$ cat config.mk
export PLATFORM = sky130hd
export DESIGN_NAME = frame_ingress_parser
export DESIGN_NICKNAME = d
export VERILOG_FILES = /design/src/rtl/frame_ingress_parser.sv
export SDC_FILE = /design/constraint.sdc
export NUM_CORES = 1
export LEC_CHECK = 0
export BUFFER_PORTS_ARGS = -buffer_cell sky130_fd_sc_hd__buf_2
export CORE_MARGIN = 4
export CORE_UTILIZATION = 58
export CTS_BUF_LIST = sky130_fd_sc_hd__clkbuf_8
export CTS_CLUSTER_DIAMETER = 50
export DETAILED_ROUTE_END_ITERATION = 8
export PLACE_DENSITY = 0.87
export SYNTH_ARGS = -nofsm -noshare
export SYNTH_HDL_FRONTEND = slang
export SYNTH_SLANG_ARGS = --single-unit
$ cat constraint.sdc
create_clock -name clk -period 2.78 [get_ports clk]
set_input_delay 0.417 -clock clk [delete_from_list [all_inputs] [get_ports clk]]
set_output_delay 0.417 -clock clk [all_outputs]
set_load 0.05 [all_outputs]
$ cat src/rtl/frame_ingress_parser.sv
`default_nettype none
// ============================================================================
// Module      : frame_ingress_parser
// Description : Round-robin ingress arbiter over four FWFT RX FIFOs. Splits
//               each frame into a 115-bit header word and a delimited payload
//               byte stream. The header is committed only after the payload
//               delimiter (store-and-forward).
// Revision    : 1.0 - initial release
// ============================================================================
module frame_ingress_parser #(
    parameter int MAX_PAYLOAD = 1500
) (
    input  logic         clk,
    input  logic         rst_n,
    input  logic [7:0]   p0_rx_data,
    input  logic         p0_rx_del,
    input  logic         p0_rx_empty,
    output logic         p0_rx_rden,
    input  logic [7:0]   p1_rx_data,
    input  logic         p1_rx_del,
    input  logic         p1_rx_empty,
    output logic         p1_rx_rden,
    input  logic [7:0]   p2_rx_data,
    input  logic         p2_rx_del,
    input  logic         p2_rx_empty,
    output logic         p2_rx_rden,
    input  logic [7:0]   p3_rx_data,
    input  logic         p3_rx_del,
    input  logic         p3_rx_empty,
    output logic         p3_rx_rden,
    output logic [114:0] h_fifo_din,
    output logic         h_fifo_wren,
    input  logic         h_fifo_afull,
    output logic [7:0]   b_fifo_din,
    output logic         b_fifo_del,
    output logic         b_fifo_wren,
    input  logic         b_fifo_afull
);

    localparam logic [3:0]  c_LAST_HDR_BYTE = 4'd13;
    localparam logic [10:0] c_MAX_PAY       = 11'(MAX_PAYLOAD);

    typedef enum logic [2:0] {
        S_IDLE    = 3'd0,
        S_HEADER  = 3'd1,
        S_PAYLOAD = 3'd2,
        S_COMMIT  = 3'd3,
        S_DROP    = 3'd4
    } state_t;

    state_t       r_state;
    state_t       w_state_nxt;

    logic [7:0]   w_rx_data [4];
    logic [3:0]   w_rx_del;
    logic [3:0]   w_rx_empty;
    logic [3:0]   w_rden;

    logic [1:0]   r_rr;
    logic [1:0]   r_sel;
    logic [3:0]   r_byte_cnt;
    logic [10:0]  r_pay_cnt;
    logic         r_oversize;
    logic         r_crc_ok;
    logic [111:0] r_hdr;

    logic [1:0]   w_pick;
    logic         w_any;
    logic         w_start;
    logic         w_pop;
    logic [7:0]   w_cur_data;
    logic         w_cur_del;
    logic         w_cur_empty;

    assign w_rx_data[0] = p0_rx_data;
    assign w_rx_data[1] = p1_rx_data;
    assign w_rx_data[2] = p2_rx_data;
    assign w_rx_data[3] = p3_rx_data;
    assign w_rx_del     = {p3_rx_del, p2_rx_del, p1_rx_del, p0_rx_del};
    assign w_rx_empty   = {p3_rx_empty, p2_rx_empty, p1_rx_empty, p0_rx_empty};

    assign w_cur_data   = w_rx_data[r_sel];
    assign w_cur_del    = w_rx_del[r_sel];
    assign w_cur_empty  = w_rx_empty[r_sel];

    // Pops go only to the selected port and are suppressed while in reset.
    assign w_rden       = (w_pop && rst_n) ? (4'b0001 << r_sel) : 4'b0000;
    assign p0_rx_rden   = w_rden[0];
    assign p1_rx_rden   = w_rden[1];
    assign p2_rx_rden   = w_rden[2];
    assign p3_rx_rden   = w_rden[3];

    // Round-robin scan: first non-empty port starting at r_rr (lowest offset wins).
    always_comb begin
        w_any  = 1'b0;
        w_pick = r_rr;
        for (int i = 3; i >= 0; i--) begin
            if (!w_rx_empty[r_rr + 2'(i)]) begin
                w_any  = 1'b1;
                w_pick = r_rr + 2'(i);
            end
        end
    end

    // Next-state and pop decode.
    always_comb begin
        w_state_nxt = r_state;
        w_pop       = 1'b0;
        w_start     = 1'b0;
        case (r_state)
            S_IDLE: begin
                // Both FIFOs must have room reserved before a frame is started.
                if (!h_fifo_afull && !b_fifo_afull && w_any) begin
                    w_start     = 1'b1;
                    w_state_nxt = S_HEADER;
                end
            end
            S_HEADER: begin
                if (!w_cur_empty) begin
                    w_pop = 1'b1;
                    if (w_cur_del) begin
                        w_state_nxt = S_DROP;
                    end else if (r_byte_cnt == c_LAST_HDR_BYTE) begin
                        w_state_nxt = S_PAYLOAD;
                    end
                end
            end
            S_PAYLOAD: begin
                if (!w_cur_empty && !b_fifo_afull) begin
                    w_pop = 1'b1;
                    if (w_cur_del) begin
                        w_state_nxt = S_COMMIT;
                    end
                end
            end
            S_COMMIT: w_state_nxt = S_IDLE;
            S_DROP:   w_state_nxt = S_IDLE;
            default:  w_state_nxt = S_IDLE;
        endcase
    end

    // State register.
    always_ff @(posedge clk) begin
        if (!rst_n) begin
            r_state <= S_IDLE;
        end else begin
            r_state <= w_state_nxt;
        end
    end

    // Datapath: arbitration pointer, header capture, payload/header writes.
    always_ff @(posedge clk) begin
        if (!rst_n) begin
            r_rr        <= 2'd0;
            r_sel       <= 2'd0;
            r_byte_cnt  <= 4'd0;
            r_pay_cnt   <= 11'd0;
            r_oversize  <= 1'b0;
            r_crc_ok    <= 1'b0;
            r_hdr       <= '0;
            h_fifo_din  <= '0;
            h_fifo_wren <= 1'b0;
            b_fifo_din  <= 8'h00;
            b_fifo_del  <= 1'b0;
            b_fifo_wren <= 1'b0;
        end else begin
            h_fifo_wren <= 1'b0;
            b_fifo_wren <= 1'b0;
            b_fifo_del  <= 1'b0;

            if (w_start) begin
                r_sel      <= w_pick;
                r_rr       <= w_pick + 2'd1;
                r_byte_cnt <= 4'd0;
                r_pay_cnt  <= 11'd0;
                r_oversize <= 1'b0;
                r_crc_ok   <= 1'b0;
            end

            // Header bytes arrive MSB-first: DST, SRC, TYPE.
            if (w_pop && (r_state == S_HEADER) && !w_cur_del) begin
                r_hdr      <= {r_hdr[103:0], w_cur_data};
                r_byte_cnt <= r_byte_cnt + 4'd1;
            end

            if (w_pop && (r_state == S_PAYLOAD)) begin
                if (w_cur_del) begin
                    b_fifo_wren <= 1'b1;
                    b_fifo_del  <= 1'b1;
                    b_fifo_din  <= 8'h00;
                    r_crc_ok    <= w_cur_data[0];
                end else if (r_pay_cnt < c_MAX_PAY) begin
                    b_fifo_wren <= 1'b1;
                    b_fifo_din  <= w_cur_data;
                    r_pay_cnt   <= r_pay_cnt + 11'd1;
                end else begin
                    // Excess bytes are drained but not forwarded.
                    r_oversize  <= 1'b1;
                end
            end

            if (r_state == S_COMMIT) begin
                h_fifo_wren <= 1'b1;
                h_fifo_din  <= {r_crc_ok & ~r_oversize, r_sel, r_hdr};
            end
        end
    end

endmodule
`default_nettype wire

==> results, run 1 <==
- The run finished with clean final reports.
- The number of global-route vias before repair was slightly below 9000.
- Clock tree synthesis found a total of between 200 and 300 sinks.
- The worst hold path depth is 4.
- In the routed design, unresolved DRC markers number 0.
- Timing analysis after detailed placement gives a worst setup slack of slightly above 200 ps.
- The finished layout holds between 1500 and 2000 standard cells, fillers aside.
- The number of buffers between clock root and the deepest sink is 3.
- The path type of the worst setup path is reg2out.
- The post-synthesis area per instance is 8.27 um^2.
- The routed design has between 20 and 30 mm of wire.
- The placed instances occupy a cell area of 0.0112 mm^2.
- The number of detailed-route iterations in the first pass is 8.
- The number of I/O pins is 174.
- Setup repair after global routing left no endpoint under its margin.
- For this run, the top clock speed supported by timing is a little under 0.4 GHz.
- Once the floorplan was initialized, standard cells occupied about three fifths of the core.
- At the pin with the least slew margin, the transition time is around 760 ps.
- The number of gates resized after cts is 0.
- The proportion of register bits with asynchronous set or reset after synthesis is 0%.
- Setup total negative slack on the finished layout was measured at 0 ps.
- The congestion estimate from routability-driven global placement came to around 0.85.
- Yosys mapped the design onto 53 distinct sky130hd cell types.
- The max-slew violation total from the final report was 0.
- For this run, the leading register cell type out of synthesis is sky130_fd_sc_hd__dfxtp_1.
- The final hold slack is between 200 and 300 ps.
- The portion of the clock cycle consumed by the worst path in the final layout is roughly nine tenths.
- Clock-pin slew was measured on the worst setup and hold paths at approximately 50 ps.
- The final worst slack is roughly 250 ps.
- The CTS buffer count is just over 40.
- After floorplanning, the core was divided into 48 placement rows.
- Walking the worst path, the cells encountered are nand2b_1 -> nor2_1 -> o21ai_0 -> and4bb_2 -> buf_2.
- Summing all non-filler instances in the final layout gives an area of between 0.01 and 0.015 mm^2.
- The number of placed instances, taps included, is 1536.
- Setup violations remaining at the end of the flow were counted as 0.
- The analysis attributes to cell leakage a power of about 4.4 nW.
- The die covers approximately 0.020 mm^2.
- The first global-routing pass estimated about 43 mm of wire.
- Summed over all layers, the global routing overflow is 0.
- The detailed-route via count is between 9000 and 10000.
- Across the run, the number of max-cap violations was 0.
- The die boundary height is 141 um.
- The worst endpoint data arrival time is roughly 2100 ps.
- The startpoint identified for the worst register-to-register timing path is r_sel[0].
- The post-synthesis register bit count is approximately 260.
- In this run the worst path has a maximum fanout of 7.
- The H-tree depth is 2.
- The category of cells accounting for the largest share of critical-path delay is simple AND/OR/NAND/NOR gates.
- After synthesis, flip-flops and latches occupy between 50% and 60% of the total area.
- The number of failing hold endpoints at the final stage is 0.
- For hold timing, the worst endpoint is r_crc_ok.
- From synthesis to final layout, the design area changed by 16.5%.
- In the routed layout, each cell is associated on average with a via count of slightly below 6.
- The number of antenna violations at the first check in global routing is 1.
- The slowest cell on the critical path is sky130_fd_sc_hd__dfxtp_1.
- The start point of the worst hold path is b_fifo_afull.
- The total number of nets in the final design is roughly 1400.
- Synthesis produced a netlist with a net count of between 1000 and 1500.
- The maximum clock skew at final layout is between 15 and 20 ps.
- In this run the horizontal extent of the chip is between 100 and 150 um.
- Yosys printed 0 warnings.
- The post-route total power is between 7 and 8 mW.
- The worst-case headroom to the max-slew limit is 49.1%.
- In this run the cell area of the synthesized design comes to 0.0102 mm^2.
- In this run, synthesis inferred 0 flip-flops with an integrated enable.
- After detailed routing, the average wire length per cell comes to ~16 um.
- The largest voltage drop on the vdd net is between 0.3 and 0.4 mV.
- Once the clock tree was built, the setup fixing pass inserted 0 buffers.
- The final period demand of the worst path is 2530 ps.
- The placed wire-length estimate after detailed placement is approximately 16 mm.
- In this run the remaining antenna-violating nets after routing total 0.
- The logic depth of the worst path, buffers included is 5.
- Global routing consumed, over all layers together, about a quarter of the routing resources.
- The number of hold buffers added after CTS is 0.
- For this run, the slowest stage of the critical path takes approximately 440 ps.
- After technology mapping, the gate count stands at ~1200.
- TritonCTS built the clock tree.
- For the worst-skew pair, the clock arrives at the later sink with an insertion delay of between 500 and 600 ps.
- Input and output buffers added on the ports amount to 173.
- STA puts the critical path data required time at approximately 2400 ps.
- Dividing total power by cell area gives a power density of 601 mW/mm^2.
- The first routing iteration left ~1000 violations.
- The number of buffers and inverters on the critical path is 1.
- The largest net degree at the start of global routing is 171.
- Counting cells, the worst reg-to-reg path comes to 4.
- The placeable core region is roughly 0.017 mm^2.
- The utilization after layout is a little under 70%.
- The root buffer cell chosen for the clock tree is sky130_fd_sc_hd__clkbuf_8.
- The share of final-layout standard cells stronger than drive strength 1 is 20.0%.
- The type of element capturing the critical path is an output pin.
- The worst setup path is launched from a register.
- The worst reg2reg path endpoint is b_fifo_din[5].
- The type of the tightest min-delay check is in2reg.
- Setup slack on the worst reg-to-reg path comes out at 380 ps.
-- placed cells by master (no fill, tap or decap), types with 3 or more instances in the layout --
master / Yosys / final
sky130_fd_sc_hd__nor2b_1: 5 / 4
sky130_fd_sc_hd__mux4_2: 12 / 10
sky130_fd_sc_hd__buf_4: 0 / 13
sky130_fd_sc_hd__nor4b_2: 2 / 4
sky130_fd_sc_hd__dfxtp_1: 262 / 262
sky130_fd_sc_hd__nand2_1: 246 / 246
sky130_fd_sc_hd__clkbuf_8: 0 / 49
sky130_fd_sc_hd__nor3_1: 3 / 3
sky130_fd_sc_hd__nor4_2: 4 / 4
sky130_fd_sc_hd__o21ai_0: 117 / 117
sky130_fd_sc_hd__buf_12: 0 / 6
sky130_fd_sc_hd__buf_2: 4 / 173
sky130_fd_sc_hd__nand2b_1: 11 / 10
sky130_fd_sc_hd__and3_1: 3 / 3
sky130_fd_sc_hd__nand4_1: 8 / 8
sky130_fd_sc_hd__mux2i_1: 9 / 9
sky130_fd_sc_hd__a31oi_1: 3 / 3
sky130_fd_sc_hd__nand3_1: 122 / 122
sky130_fd_sc_hd__inv_1: 5 / 21
sky130_fd_sc_hd__or4_1: 3 / 3
sky130_fd_sc_hd__o211ai_1: 3 / 3
sky130_fd_sc_hd__nor3b_1: 3 / 3
sky130_fd_sc_hd__a21oi_1: 235 / 235
sky130_fd_sc_hd__clkinv_2: 0 / 4
sky130_fd_sc_hd__ha_1: 3 / 3
sky130_fd_sc_hd__nor2_1: 15 / 14
sky130_fd_sc_hd__a22o_1: 9 / 9
-- final cells by class --
type,count,area (um^2)
Antenna cell,1,2.50
Clock buffer,49,674
Clock inverter,20,80.1
Fill cell,1375,5380
Inverter,6,27.5
Multi-Input combinational cell,851,4520
Sequential cell,262,5250
Tap cell,225,282
Timing Repair Buffer,192,1080
-- cell usage after synthesis (all sizes together), types with 3 or more instances --
master | number | area (um^2)
nor3 | 5 | 35.0
mux2i | 9 | 90.1
nor4b | 5 | 56.3
ha | 3 | 37.5
nor2 | 15 | 56.3
a21oi | 235 | 1180
clkbuf | 102 | 383
inv | 5 | 18.8
nor4 | 7 | 83.8
mux4 | 12 | 270
and3 | 3 | 18.8
dfxtp | 262 | 5250
nor2b | 5 | 31.3
o21ai | 118 | 591
or4 | 3 | 22.5
nand2b | 11 | 68.8
or2 | 4 | 25.0
a22o | 9 | 78.8
a31oi | 3 | 18.8
nor3b | 3 | 22.5
buf | 16 | 95.1
nand2 | 246 | 923
nand3 | 122 | 611
nand4 | 8 | 50.1
o211ai | 3 | 22.5
-- where the power goes --
group / total (mW) / internal (mW) / switching, mW
Combinational: 0.393 / 0.105 / 0.288
Sequential: 3.78 / 3.76 / 0.0122
Clock: 3.00 / 1.58 / 1.41
-- layer usage --
layer / track usage [%] / up-vias / share of wire, %
met3: 5.87 / 57 / 8.5
met2: 40.7 / 381 / 47
li1: - / 4534 / -
met5: 0 / - / 0
met1: 35.5 / 4489 / 42
met4: 7.96 / 0 / 2.4
-- sequential cells by signal, summed over array words and instances, names as in the netlist --
| register | flops |
|---|---|
| h_fifo_wren | 1 |
| r_rr | 2 |
| r_crc_ok | 1 |
| r_state | 3 |
| b_fifo_del | 1 |
| r_pay_cnt | 11 |
| b_fifo_din | 8 |
| r_hdr | 112 |
| b_fifo_wren | 1 |
| h_fifo_din | 115 |
| r_sel | 2 |
| r_byte_cnt | 4 |
| r_oversize | 1 |
-- worst max path at each step --
stage | startpoint | endpoint | slack [ps]
6_report | r_state[0] | p3_rx_rden | 250
5_1_grt | r_state[0] | p3_rx_rden | 160
4_1_cts | r_state[0] | p3_rx_rden | 210
3_5_place_dp | p1_rx_empty | r_hdr[95] | 200
3_3_place_gp | p0_rx_empty | r_hdr[111] | 280
2_1_floorplan | rst_n | p0_rx_rden | 20
-- logic make-up after synthesis --
logic type	after synthesis	share of synthesized area, %
adder cells (fa/ha/maj)	3	0.367
buffers and inverters	124	4.89
multiplexers	21	3.52
XOR/XNOR	1	0.0857
AO/OA/AOI/OAI	381	19.6
flip-flops	262	51.3
AND/OR/NAND/NOR	445	20.3
-- worst register-to-register path, delay by kind of cell (launching register included) --
family,cells,cell delay [ps]
AO/OA/AOI/OAI,2,700
flip-flops,1,440
multiplexers,1,640
AND/OR/NAND/NOR,1,570
Power figures use the tool's default switching activity.
==> run 2, diff against run 1 <==
--- a/config.mk
+++ b/config.mk
@@ -5,6 +5,7 @@
 export SDC_FILE = /design/constraint.sdc
 export NUM_CORES = 1
 export LEC_CHECK = 0
+export ABC_AREA = 1
 export BUFFER_PORTS_ARGS = -buffer_cell sky130_fd_sc_hd__buf_2
 export CORE_MARGIN = 4
 export CORE_UTILIZATION = 58
==> run 2 against run 1 <==
Effect of this change: first-iteration DRC count fell by 22%; sequential power rose by 19%; worst setup slack got worse by 140 ps; via count fell by 3.3%; total power rose by 35%; clock power rose by 7.3%; worst hold slack got worse by 91 ps; critical path depth rose by 3; critical path type unchanged; largest cell class unchanged; highest routed layer unchanged.
==> results, run 2 <==
- The flow ran to the end, and the final reports show no timing, DRC or antenna violations.
- The worst-case reg-to-reg path depth is 11 (+7).
- The final RePlAce weighted congestion was 0.947 (+11%).
- The total number of nets in the final design is 1500 (+7.1%).
- The die boundary height came to 139 um (-1.6%).
- The register with the highest flop count is h_fifo_din.
- The number of port buffers is 173 (unchanged).
- The share of final-layout standard cells stronger than drive strength 1 is 17.8% (-2.2 points).
- The total clock sinks is 262 (unchanged).
- The post-synthesis register bit count was 262 (unchanged).
- The multi-input gate area in the final layout is 0.00414 mm^2 (-8.4%).
- The largest net degree at the start of global routing came to 152 (-11%).
- The sequential cell area is 0.00525 mm^2 (about the same).
- The largest driver fanout on the critical path is 11 (+4).
- The layout filler cell count is 1340 (-2.5%).
- The number of antenna violations at the first check in global routing is 0 (-1).
- The number of rows in the core area was 47 (-2.1%).
- The fraction of the yosys area taken by sequential cells is 53.0% (+1.7 points).
- The final worst slack was 106 ps (-144 ps).
- The number of failing hold endpoints at the final stage is 0 (unchanged).
- The worst endpoint required time was 2360 ps (about the same).
- The number of I/O pins was 174 (unchanged).
- sky130_fd_sc_hd__nor2_1 is the most common cell in the netlist.
- The total power per unit cell area is 832 mW/mm^2 (+38%).
- The wire length of the first global-routing pass was 40.1 mm (-7.2%).
- The number of buffers between clock root and the deepest sink is 3 (unchanged).
- The fmax was 0.374 GHz (-5.4%).
- The number of global-route vias before repair came to 8512 (-2.2%).
- The worst slack after detailed placement is 431 ps (+227 ps).
- The maximum clock skew at final layout is 13.6 ps (-1.57 ps).
- In the layout the commonest cells are 481 x sky130_fd_sc_hd__nor2_1, 260 x sky130_fd_sc_hd__dfxtp_1, 229 x sky130_fd_sc_hd__o21ai_0, 170 x sky130_fd_sc_hd__buf_2, 115 x sky130_fd_sc_hd__nand2_1.
- The detailed-route via count is 9152 (-3.3%).
- The area of the die is 0.0192 mm^2 (-3.1%).
- The portion of the clock cycle consumed by the worst path in the final layout was 96.2% (+5.2 points).
- The clock tree from TritonCTS is yes.
- The path type of the worst setup path is reg2out.
- After synthesis, the cell types taking the most area are sky130_fd_sc_hd__dfxtp_1 53%, sky130_fd_sc_hd__nor2_1 18%, sky130_fd_sc_hd__o21ai_0 12%.
- In the synthesized netlist the dominant register cell turns out to be sky130_fd_sc_hd__dfxtp_1.
- The aggregate routed wire length is 24.3 mm (-8.2%).
- The actual transition at the worst max-transition pin is 808 ps (+44.3 ps).
- The met3 track utilization from global routing is 5.24% (-0.63 points).
- The number of setup violations in the final report is 0 (unchanged).
- The number of flip-flops under the largest register name is 115 (unchanged).
- The violation count after the first detailed-routing iteration is 779 (-22%).
- The clock latency at the later pin of the worst-skew pair is 530 ps (about the same).
- The leakage power is 5.53 nW (+26%).
- The global router's overall resource usage is 24.3% (-1.5 points).
- The largest voltage drop on the vdd net was 0.533 mV (+41%).
- The largest registers in the layout are h_fifo_din (115), r_hdr (112), r_pay_cnt (11).
- The number of remaining DRC errors is 0 (unchanged).
- The average wire per standard cell is 14.3 um (-13%).
- The die extent in x is 139 um (-1.6%).
- The global routing stage identified its most utilized layer as met2.
- The biggest area consumer among synthesized cells is sky130_fd_sc_hd__dfxtp_1.
- The gate count of the mapped netlist is 1311 (+6.0%).
- The worst-case headroom to the max-slew limit is 46.1% (-3.0 points).
- The worst hold path depth was 3 (-1).
- The total overflow reported by the global router was 0 (unchanged).
- The count of max-cap constraint violations is 0 (unchanged).
- The number of enable flip-flop cells after synthesis is 0 (unchanged).
- The number of detailed-route iterations in the first pass is 5 (-3).
- The CTS buffer count is 41 (unchanged).
- The startpoint kind of the worst setup timing path is a register.
- The placeable core region came to 0.0166 mm^2 (-3.8%).
- The proportion of register bits with asynchronous set or reset after synthesis is 0% (unchanged).
- The initial cell density of the core is 59.4% (+0.32 points).
- The count of unique library cells instantiated by Yosys is 38 (-28%).
- The library cell used most frequently in the layout, excluding fill and tap cells, is sky130_fd_sc_hd__nor2_1.
- The area share of the leading cell type in the synthesized netlist is 53.0% (+1.7 points).
- The net count of the mapped netlist was 1358 (+5.8%).
- STA classifies the critical path endpoint as an output pin.
- Sorting the synthesized cells by how often they occur yields 481 x sky130_fd_sc_hd__nor2_1, 262 x sky130_fd_sc_hd__dfxtp_1, 230 x sky130_fd_sc_hd__o21ai_0.
- The number of hold buffers added after CTS is 0 (unchanged).
- The number of nets still failing antenna checks after routing is 0 (unchanged).
- The routing usage on met2 was 41.4% (+0.74 points).
- The max-slew violation total from the final report was 0 (unchanged).
- The placed wire-length estimate after detailed placement is 15.4 mm (-5.1%).
- The register clock-pin slew on the reported worst setup and hold paths is 60 ps (about the same).
- The final period demand of the worst path came to 2670 ps (+144 ps).
- The met1 layer usage reported by global route is 30.8% (-4.6 points).
- In this run the clock root is driven by a sky130_fd_sc_hd__clkbuf_8.
- The H-tree depth is 2 (unchanged).
- The worst endpoint data arrival time is 2260 ps (+150 ps).
- The post-route total power is 9.66 mW (+35%).
- The post-synthesis area per instance is 7.55 um^2 (-8.7%).
- The layout-stage area growth over the synthesis result is 17.4%.
- The tightest min-delay check is of the in2reg type.
- The via density per instance was 5.37 (-8.8%).
- The number of warnings issued by yosys is 0 (unchanged).
- The number of diodes came to 0 (-1).
- The total standard cell area after synthesis is 0.00989 mm^2 (-3.3%).
- The final-layout setup total negative slack is 0 ps (unchanged).
run 2: cell count changes in the layout (fill, tap and decap cells not counted), sizes merged, moves of 6 or more:
| cell | delta |
|---|---|
| mux2i | -9 |
| a22oi | +8 |
| a22o | -9 |
| buf | -10 |
| nor4 | -6 |
| nand2b | -11 |
| o21ai | +121 |
| nor2 | +471 |
| inv | +19 |
| mux4 | -12 |
| a21oi | -209 |
| nand2 | -129 |
| nand3 | -92 |
run 2: kinds of logic (layout without fill, tap and decap cells):
logic type / count (synthesis) / after routing / share of synthesized area [%]
xor gates and xnor gates: 6 / 6 / 0.531
adders and majority gates: 3 / 3 / 0.379
DFF: 262 / 262 / 53.0
AOI/OAI and AO/OA: 282 / 282 / 14.7
and+or+nand+nor: 649 / 649 / 26.2
buffers and inverters: 109 / 281 / 5.16
run 2: metal layers:
metal	wire, um	up-vias
met5	0	-
met4	536	0
met3	1730	54
met1	10200	4244
met2	11900	327
li1	-	4527
run 2: metrics by stage:
step | area, um^2 | instances | utilization [%] | hold slack [ps]
after floorplan | 9890 | 1311 | - | 438
after global placement | 10800 | 1630 | 64.7 | 450
after detailed placement | 10800 | 1630 | 64.7 | 452
after CTS | 11600 | 1703 | 69.8 | 186
after global routing | 11600 | 1703 | 69.8 | 226
final | 11600 | 1703 | 69.8 | 201
run 2: final cells by class:
cell class	instances	area share, %
Tap cell	220	2.37
Inverter	25	0.894
Clock buffer	52	6.16
Timing Repair Buffer	183	8.73
Clock inverter	21	1.01
Sequential cell	262	45.2
Multi-Input combinational cell	940	35.7
run 2: report_power, final:
group          leakage (nW)  internal, mW  switching, mW
logic                  2.93         0.573           1.36
registers              2.12          4.19          0.327
clock network         0.484          1.78           1.44
run 2: repair_timing:
item | CTS | global route
setup endpoints to repair | 4 | 3
gates resized for setup | 3 | 4
gates cloned | 0 | 0
buffers inserted | 0 | 0
run 2: path summary, 6_finish.rpt:
check | slack, ps | start | endpoint
worst max-delay path | 110 | r_sel[0] | p3_rx_rden
worst min-delay path | 200 | p1_rx_data[0] | r_hdr[0]
worst max register to register | 590 | r_sel[0] | r_byte_cnt[1]
worst min register to register | 460 | r_oversize | r_oversize
run 2: critical path, stage by stage (launching register included):
cell and delay (ps):
sky130_fd_sc_hd__dfxtp_2 450, sky130_fd_sc_hd__inv_4 110, sky130_fd_sc_hd__nor2_4 250, sky130_fd_sc_hd__nand2_1 140, sky130_fd_sc_hd__nand4_4 130, sky130_fd_sc_hd__nor2_4 60, sky130_fd_sc_hd__o21ai_1 280, sky130_fd_sc_hd__nor2_1 80
sky130_fd_sc_hd__buf_2 220
==> run 3, diff against run 2 <==
--- a/config.mk
+++ b/config.mk
@@ -6,7 +6,7 @@
 export NUM_CORES = 1
 export LEC_CHECK = 0
 export ABC_AREA = 1
-export BUFFER_PORTS_ARGS = -buffer_cell sky130_fd_sc_hd__buf_2
+export BUFFER_PORTS_ARGS = -buffer_cell sky130_fd_sc_hd__clkbuf_2
 export CORE_MARGIN = 4
 export CORE_UTILIZATION = 58
 export CTS_BUF_LIST = sky130_fd_sc_hd__clkbuf_8
==> run 3 against run 2 <==
Effect of this change: global-route usage down 0.47 points; utilization down 0.41 points; cell count fell by 0.18%; die area did not move; flip-flop and latch count did not move; register-to-register slack got worse by 190 ps; wire length decreased by 1.8%; sequential power hardly changed; worst setup slack better by 74 ps; count of clock-buffer cells in the layout down 1; sequential share of layout area rose by 0.27 points; clock skew grew 5.2 ps; critical endpoint is now p2_rx_rden.
==> results, run 3 (synthesis gave the netlist of run 2 again) <==
- The run finished with clean final reports.
- The type of element capturing the critical path is an output pin.
- The layout filler cell count is 1373 (+2.5%).
- The largest driver fanout on the critical path is 10 (-1).
- The number of I/O pins is 174 (unchanged).
- The number of detailed-route iterations in the first pass was 5 (unchanged).
- The worst endpoint data arrival time is 2180 ps (-80 ps).
- The number of antenna violations at the first check in global routing is 0 (unchanged).
- The largest voltage drop on the vdd net came to 0.484 mV (-9.1%).
- The initial cell density of the core is 59.4% (unchanged).
- The worst endpoint required time is 2360 ps (about the same).
- The clock latency at the later pin of the worst-skew pair is 520 ps (about the same).
- The area of the die is 0.0192 mm^2 (unchanged).
- The worst setup path is launched from a register.
- The final worst slack was 180 ps (+74.5 ps).
- The combinational group share of total power is 20.0% (about the same).
- The net switching fraction of the power is 32.2% (-0.21 points).
- The average wire per standard cell is 14.0 um (-1.6%).
- The placed wire-length estimate after detailed placement is 15.2 mm (-1.2%).
- The detailed-route via count is 9041 (-1.2%).
- The actual transition at the worst max-transition pin was 1190 ps (+385 ps).
- The max-slew violation total from the final report is 0 (unchanged).
- The total number of nets in the final design was 1500 (unchanged).
- The sequential cell area came to 0.00525 mm^2 (unchanged).
- The die boundary height was 139 um (unchanged).
- The library cell used most frequently in the layout, excluding fill and tap cells, is sky130_fd_sc_hd__nor2_1.
- The placeable core region came to 0.0166 mm^2 (unchanged).
- The final hold slack is 265 ps (+64.3 ps).
- The switching component of the power is 3.08 mW (-1.6%).
- The total overflow reported by the global router is 0 (unchanged).
- The library cells used most frequently in the layout, excluding fill and tap cells, are 481 x sky130_fd_sc_hd__nor2_1, 260 x sky130_fd_sc_hd__dfxtp_1, 229 x sky130_fd_sc_hd__o21ai_0, 170 x sky130_fd_sc_hd__clkbuf_2, 115 x sky130_fd_sc_hd__nand2_1.
- The multi-input gate area in the final layout is 0.00414 mm^2 (unchanged).
- The number of diodes is 0 (unchanged).
- The share of total power in the clock network is 32.8% (-0.5 points).
- The utilization after layout was 69.4% (-0.41 points).
- The via density per instance is 5.32 (-1.0%).
- The root buffer cell chosen for the clock tree is sky130_fd_sc_hd__clkbuf_8.
- The H-tree depth is 2 (unchanged).
- The wire length of the first global-routing pass is 39.6 mm (-1.2%).
- The maximum clock skew at final layout is 18.8 ps (+5.21 ps).
- The min-delay analysis places its worst path in the category in2reg.
- The fmax was 0.385 GHz (+2.9%).
- The CTS buffer count is 42 (+2.4%).
- The critical path is of the reg2out type.
- The number of hold buffers added after CTS was 0 (unchanged).
- The number of failing hold endpoints at the final stage is 0 (unchanged).
- Setup repair after global routing could not meet its margin everywhere.
- The number of global-route vias before repair came to 8507 (-0.059%).
- The leakage power is 5.40 nW (-2.5%).
- The portion of the clock cycle consumed by the worst path in the final layout is 93.5% (-2.7 points).
- The number of port buffers was 173 (unchanged).
- The worst-case headroom to the max-slew limit is 20.5% (-26 points).
- The count of max-cap constraint violations is 0 (unchanged).
- The clock tree from TritonCTS is yes.
- The largest net degree at the start of global routing is 118 (-22%).
- The die extent in x is 139 um (unchanged).
- The violation count after the first detailed-routing iteration is 728 (-6.5%).
- The number of remaining DRC errors is 0 (unchanged).
- The register clock-pin slew on the reported worst setup and hold paths is 60 ps (about the same).
- The final RePlAce weighted congestion came to 0.889 (-6.1%).
- In the final layout, the registers with the most flip-flops are h_fifo_din (115), r_hdr (112), r_pay_cnt (11).
- The total clock sinks was 262 (unchanged).
- The non-filler instance count after layout is 1700 (-0.18%).
- The internal cell power is 6.49 mW (-0.67%).
- The share of final-layout standard cells stronger than drive strength 1 came to 17.6% (-0.23 points).
- The fraction of power consumed by sequential logic is 47.2% (+0.5 points).
- The total instance count after detailed placement is 1627 (-0.18%).
- The worst slack after detailed placement is 247 ps (-184 ps).
- The final period demand of the worst path is 2600 ps (-74.5 ps).
- The aggregate routed wire length is 23.9 mm (-1.8%).
- More flip-flops sit in one register than any other, and that register is h_fifo_din.
- The number of buffers between clock root and the deepest sink is 3 (unchanged).
- The number of flip-flops under the largest register name came to 115 (unchanged).
- The number of rows in the core area is 47 (unchanged).
- The number of nets still failing antenna checks after routing is 0 (unchanged).
- The number of setup violations in the final report came to 0 (unchanged).
- The total power per unit cell area is 829 mW/mm^2 (-0.39%).
- Relative to the synthesized area, the layout overhead comes to 16.7%.
- The global router's overall resource usage is 23.8% (-0.47 points).
-- run 3: changes by cell type in the layout (fill, tap and decap cells not counted), sizes merged --
cell / change
buf: -170
clkbuf: +168
clkinv: -1
-- run 3: worst paths after layout --
path                      start       endpoint  slack, ps  cells after the start
hold reg to reg   b_fifo_din[1]  b_fifo_din[1]        470                      2
hold / removal    p1_rx_data[0]       r_hdr[0]        270                      3
setup reg to reg       r_sel[1]       r_hdr[0]        400                      8
setup / recovery       r_sel[1]     p2_rx_rden        180                      7
-- run 3: through the flow --
step,instance area [um^2],total power [mW],TNS [ps]
finish,11500,9.57,0
CTS,11500,9.61,0
global route,11500,10.1,-3.21
detailed placement,10700,6.48,0
global placement,10700,6.41,0
floorplan,9890,6.05,0
-- run 3: area by class of cell --
| class | instances | share of cell area [%] |
|---|---|---|
| clock inverters | 20 | 0.932 |
| inverters | 25 | 0.899 |
| well taps | 220 | 2.38 |
| clock buffers | 51 | 6.08 |
| flip-flops and latches | 262 | 45.4 |
| repair buffers | 182 | 8.40 |
| multi-input cells | 940 | 35.9 |
-- run 3: timing repair --
action                                  CTS  global route
buffers inserted                          0             2
gates resized for setup                   4             5
pin swaps                                 0             1
endpoints found under the setup margin    4             4
endpoints found under the hold margin     0             0
-- run 3: critical path, cell delays in order, from the launching register on --
cell and delay, ps:
sky130_fd_sc_hd__dfxtp_2 470, sky130_fd_sc_hd__nor2_4 120, sky130_fd_sc_hd__nand2_1 120, sky130_fd_sc_hd__nand4_4 170, sky130_fd_sc_hd__nor3_4 220, sky130_fd_sc_hd__o21ai_1 150, sky130_fd_sc_hd__nor2_1 130, sky130_fd_sc_hd__clkbuf_2 290
-- run 3: routing by layer --
layer,global-route usage [%],up-vias,part of all wire (%)
met5,0,-,0
met4,7.80,0,2.3
met3,5.28,56,6.9
met2,40.1,304,48
met1,30.5,4144,43
li1,-,4537,-
-- run 3: power groups by stage --
stage	Clock, mW	Sequential (mW)	Combinational [mW]
after global placement	0	4.57	1.84
after CTS	3.20	4.51	1.91
final	3.14	4.52	1.91
after detailed placement	0	4.58	1.90
after floorplan	0	4.81	1.24
after global routing	3.38	4.57	2.14
